==> src/rtl/lsu_mem_ctrl.sv <==
// Load/store control stage in front of the byte-addressed data RAM.
// Takes one request at a time, flags misaligned and out-of-range accesses,
// drives the RAM for one cycle and returns one registered, extended response.
module lsu_mem_ctrl #(
    parameter int XLEN      = 64,
    parameter int RAM_BYTES = 1024
) (
    input  logic            clk,
    input  logic            rst_n,
    input  logic            req_valid_i,
    output logic            req_ready_o,
    input  logic            req_wen_i,
    input  logic [XLEN-1:0] req_addr_i,
    input  logic [XLEN-1:0] req_wdata_i,
    input  logic [1:0]      req_size_i,
    input  logic            req_unsigned_i,
    output logic            resp_valid_o,
    input  logic            resp_ready_i,
    output logic [XLEN-1:0] resp_rdata_o,
    output logic            resp_misalign_o,
    output logic            resp_range_o,
    output logic [XLEN-1:0] ram_addr_o,
    output logic            ram_wen_o,
    output logic [XLEN-1:0] ram_wdata_o,
    output logic [1:0]      ram_wmask_o,
    input  logic [XLEN-1:0] ram_rdata_i
);

    typedef enum logic [1:0] {IDLE, ACCESS, RESP} state_t;

    state_t          state_q, state_d;
    logic            wen_q, uns_q, mis_q, rng_q;
    logic [1:0]      size_q;
    logic [XLEN-1:0] addr_q, wdata_q, rdata_q, rdata_d;
    logic [XLEN-1:0] lane_mask;
    logic [XLEN:0]   end_addr;
    logic            mis_in, rng_in, accept;

    // Sign- or zero-extend the low 8<<size bits of the RAM read data.
    function automatic logic [XLEN-1:0] load_extend(input logic [XLEN-1:0] raw,
                                                    input logic [1:0]      size,
                                                    input logic            uns);
        logic [XLEN-1:0] r;
        r = raw;
        case (size)
            2'd0:    r = uns ? XLEN'(raw[7:0])  : {{(XLEN-8){raw[7]}},   raw[7:0]};
            2'd1:    r = uns ? XLEN'(raw[15:0]) : {{(XLEN-16){raw[15]}}, raw[15:0]};
            2'd2:    r = uns ? XLEN'(raw[31:0]) : {{(XLEN-32){raw[31]}}, raw[31:0]};
            default: r = raw;
        endcase
        return r;
    endfunction

    // Fault detection on the incoming request; the end address is one bit wider so wrap-around is out of range.
    always_comb begin
        lane_mask = (XLEN'(1) << req_size_i) - XLEN'(1);
        mis_in    = |(req_addr_i & lane_mask);
        end_addr  = {1'b0, req_addr_i} + ((XLEN+1)'(1) << req_size_i);
        rng_in    = end_addr > (XLEN+1)'(RAM_BYTES);
    end

    // Next-state logic and handshake outputs; RAM writes only happen in ACCESS.
    always_comb begin
        state_d      = state_q;
        req_ready_o  = 1'b0;
        resp_valid_o = 1'b0;
        ram_wen_o    = 1'b0;
        accept       = 1'b0;
        case (state_q)
            IDLE: begin
                req_ready_o = 1'b1;
                accept      = req_valid_i;
                if (req_valid_i) begin
                    state_d = (mis_in || rng_in) ? RESP : ACCESS;
                end
            end
            ACCESS: begin
                ram_wen_o = wen_q;
                state_d   = RESP;
            end
            RESP: begin
                resp_valid_o = 1'b1;
                if (resp_ready_i) begin
                    state_d = IDLE;
                end
            end
            default: state_d = IDLE;
        endcase
    end

    // Response data: cleared on accept, loaded with extended read data at the end of ACCESS.
    always_comb begin
        rdata_d = rdata_q;
        if (accept) begin
            rdata_d = '0;
        end else if (state_q == ACCESS) begin
            rdata_d = wen_q ? '0 : load_extend(ram_rdata_i, size_q, uns_q);
        end
    end

    // State register.
    always_ff @(posedge clk or negedge rst_n) begin
        if (!rst_n) begin
            state_q <= IDLE;
        end else begin
            state_q <= state_d;
        end
    end

    // Request capture and fault flags, updated only when a request is accepted.
    always_ff @(posedge clk or negedge rst_n) begin
        if (!rst_n) begin
            wen_q   <= 1'b0;
            uns_q   <= 1'b0;
            size_q  <= 2'd0;
            addr_q  <= '0;
            wdata_q <= '0;
            mis_q   <= 1'b0;
            rng_q   <= 1'b0;
        end else if (accept) begin
            wen_q   <= req_wen_i;
            uns_q   <= req_unsigned_i;
            size_q  <= req_size_i;
            addr_q  <= req_addr_i;
            wdata_q <= req_wdata_i;
            mis_q   <= mis_in;
            rng_q   <= rng_in;
        end
    end

    // Response data register.
    always_ff @(posedge clk or negedge rst_n) begin
        if (!rst_n) begin
            rdata_q <= '0;
        end else begin
            rdata_q <= rdata_d;
        end
    end

    assign ram_addr_o      = addr_q;
    assign ram_wmask_o     = size_q;
    assign ram_wdata_o     = wdata_q;
    assign resp_rdata_o    = rdata_q;
    assign resp_misalign_o = mis_q;
    assign resp_range_o    = rng_q;

endmodule

==> config.mk <==
export PLATFORM = sky130hd
export DESIGN_NAME = lsu_mem_ctrl
export DESIGN_NICKNAME = d
export VERILOG_FILES = /design/src/rtl/lsu_mem_ctrl.sv
export SDC_FILE = /design/constraint.sdc
export NUM_CORES = 1
export LEC_CHECK = 0
export ABC_AREA = 1
export CELL_PAD_IN_SITES_DETAIL_PLACEMENT = 1
export CELL_PAD_IN_SITES_GLOBAL_PLACEMENT = 2
export CORE_MARGIN = 2
export CORE_UTILIZATION = 25
export DETAILED_ROUTE_END_ITERATION = 16
export PLACE_DENSITY_LB_ADDON = 0.1
export RECOVER_POWER = 50
export SYNTH_ARGS = -nofsm -noshare
export SYNTH_HDL_FRONTEND = slang
export SYNTH_SLANG_ARGS = --single-unit
==> constraint.sdc <==
create_clock -name clk -period 2.4 [get_ports clk]
set_clock_uncertainty 0.05 [all_clocks]
set_input_delay 0.48 -clock clk [delete_from_list [all_inputs] [get_ports clk]]
set_output_delay 0.48 -clock clk [all_outputs]
set_load 0.01 [all_outputs]
==> impl_metrics.toml <==
[power_and_ir_drop]
powerDensity_nw_per_um2 = 566.0
vdd.ir_drop.worst_mv = 0.4888
total_leakage_power_nw = 8.312

[yosys]
syn_nets = 1605
async_flop_share = 1.000
syn_inst = 1398
ys_types = 30
synth.cell_area_um2 = 10890
synth_seq_area_share = 0.4597
synth_top_cell_by_area = "dfrtp_1"
ys_seq_elements = 200
netlist_top_cells_area = "dfrtp_1, nand2_1, mux2_2"
synth.avg_cell_area_um2 = 7.788
synth-edff-count = 0
yosysWarnings = 0
synth_top_cell_area_share = 0.4597
synth_ff_type = "dfrtp_1"

[sta]
finalCritPeriodShare = 1.101
worst_pin_slew_ns = 1.615
fmax_ghz = 0.3784
period_minus_slack_ns = 2.643
setup_ws_ns = -0.2429
fin_setup_tns_ns = -0.6222
fin_hold_ws_ns = 0.3110
rsz0062_at_grt = "yes"
hold_viol = 0
maxSlewViolCount = 64
slew_headroom = -0.07657
setup_viol = 3

[routing]
drc = 0
postRouteWirelength_um = 51800
drt_iter0_markers = 679
postRouteAntennaNets = 0
route.vias.total = 11915
wire_per_inst_um = 19.50
routed_via_density = 4.486
drtPass1Iterations = 4

[critical_path]
crit_type = "in -> reg"
cp_data_arrival_time_ns = 2.98
cp-start-kind = "input pin"
worstPathCellList = "clkdlybuf4s50_1 -> buf_4 -> nand2_1 -> nor2_2 -> nand2_1 -> nor2_4 -> and2_1 -> nand2_2 -> nand2_1 -> nand2_1 -> nor2_1 -> nand2_1 -> inv_1 -> nand2_2 -> nor2_4 -> nand3_2 -> nand2_2 -> nand2_2 -> nand2_1 -> nand2_1"
endpoint = "state_q[1]"
critPathRequiredTime_ns = 2.74
reg2reg_depth = 6
critPathLaunch = "req_addr_i[38]"
crit_top_cell = "nand2_1"
r2r_start = "state_q[1]"
reg2reg_setup_slack_ns = 0.21
crit_fanout = 3
slowest_delay_ns = 0.61
end_kind = "flip-flop"
rr_endpoint = "resp_rdata_o[7]"
critPathSlowestCell = "clkdlybuf4s50_1"

[placement]
dp_cells = 2606
postPlaceCellArea_um2 = 17620
hpwl_um = 42940
pre_cts_slack_ns = -1.364
place_congestion = 0.8932
port_buffers = 398

[final_layout]
synthToLayoutAreaGrowth_pct = 69.90
fin_area_um2 = 18500
final_cell_mix = "clkdlybuf4s50_1, nand2_1, buf_4"
final_nets = 2260
final_common_cell = "clkdlybuf4s50_1"
final_cells = 2656
drive_gt1_frac = 0.2469
nFillCells = 5171

[clock_network]
clock_latency_ns = 0.49
htreeDepth = 4
clockRootBuffer = "clkbuf_16"
numCtsBuffers = 17
clk_path_buf_depth = 2
clk_pin_slew_ns = 0.08
cts_tree = "yes"
cts.sinks = 200

[die]
io_pins = 399
row_count = 76
initial_core_util = 0.2528
fp.dieW_um = 212.7
dieArea_um2 = 45240
dieHeight_um = 212.7
core_um2 = 43080

[grt]
antenna_found_initial = 8
grt_pass1_vias = 12643
grt_start_max_net_pins = 90
grt-ovfl-total = 0
grtUsageTotal = 0.2315
grt_pass1_wl_um = 77130

[hold_path]
hold_class = "in -> reg"

[run_status]
violations = "max-capacitance violations, max-slew violations, negative setup slack"
status = "complete, but fails checks"

[job]
max_cap_violations = 1
## critical path, delay by kind of cell
kind	cells	cell delay, ns
and+or+nand+nor	17	1.63
buffers and inverters	3	0.85
## metal layers
layer  vias up  GRT usage  wire length, um
li1       5862          -                -
met1      5739     0.2887            22500
met2       273     0.3940            25230
met3        41    0.06119             3271
met4         0    0.06390              798
met5         -          0                0
## timing repair
item                                    in CTS  in global routing
setup buffers                                8                  4
hold endpoints to repair                    70                  0
endpoints found under the setup margin      29                  4
hold buffers                                 1                  0
pin swaps                                   24                  3
gates resized for setup                     65                 35
## stage by stage
step	total power [mW]	utilization
5_1_grt	11.05	0.4293
2_1_floorplan	5.299	-
3_3_place_gp	7.452	0.4090
4_1_cts	10.71	0.4285
3_5_place_dp	7.515	0.4090
6_report	10.47	0.4294
## cell type report
type | instances | area, um2 | area share
well taps | 585 | 732.0 | 0.03957
clock inverters | 14 | 176.4 | 0.009537
clock buffers | 18 | 439.2 | 0.02374
inverters | 120 | 450.4 | 0.02435
diodes | 5 | 12.51 | 0.0006764
flip-flops and latches | 200 | 5005 | 0.2705
repair buffers | 683 | 6140 | 0.3319
multi-input cells | 1031 | 5544 | 0.2997
## worst min path at each step
stage / startpoint / to / slack [ns] / depth (start not counted)
6_report: req_size_i[0] / ram_wmask_o[0] / 0.31 / 4
3_5_place_dp: ram_addr_o[62] / ram_addr_o[62] / 0.42 / 2
4_1_cts: req_size_i[0] / ram_wmask_o[0] / 0.27 / 4
3_3_place_gp: ram_addr_o[63] / ram_addr_o[63] / 0.42 / 2
2_1_floorplan: rst_n / ram_addr_o[0] / 0.13 / 0
5_1_grt: req_size_i[0] / ram_wmask_o[0] / 0.31 / 4
## registers in the layout (all words and copies together), names as in the netlist
name / cells
ram_wdata_o: 64
resp_misalign_o: 1
resp_rdata_o: 64
ram_wmask_o: 2
state_q: 2
ram_addr_o: 64
resp_range_o: 1
wen_q: 1
uns_q: 1
## cell usage after synthesis, types with 18 or more instances
cell / n
nand2_2: 18
nand2_1: 359
nor2_1: 195
nand4_1: 28
nand3_1: 124
a21oi_1: 29
inv_1: 116
mux2_2: 70
o21ai_0: 126
clkbuf_1: 44
dfrtp_1: 200
nor2_2: 21
## logic make-up (layout without fill, tap and decap cells)
family          after synthesis  count (layout)  share of synthesized area
compound gates              169             169                    0.08251
xor+xnor                     12              12                   0.009653
fa+ha+maj                     7               7                   0.008734
buf+inv                     167             835                    0.05769
flops                       200             200                     0.4597
mux                          70              70                    0.07240
other cells                   0               5                          0
simple gates                773             773                     0.3094
## power by group
part / internal, mW / leakage [nW] / switching, mW
Combinational: 1.76 / 5.49 / 1.50
Sequential: 3.86 / 2.52 / 0.267
Clock: 1.52 / 0.298 / 1.57
Power figures use the tool's default switching activity.
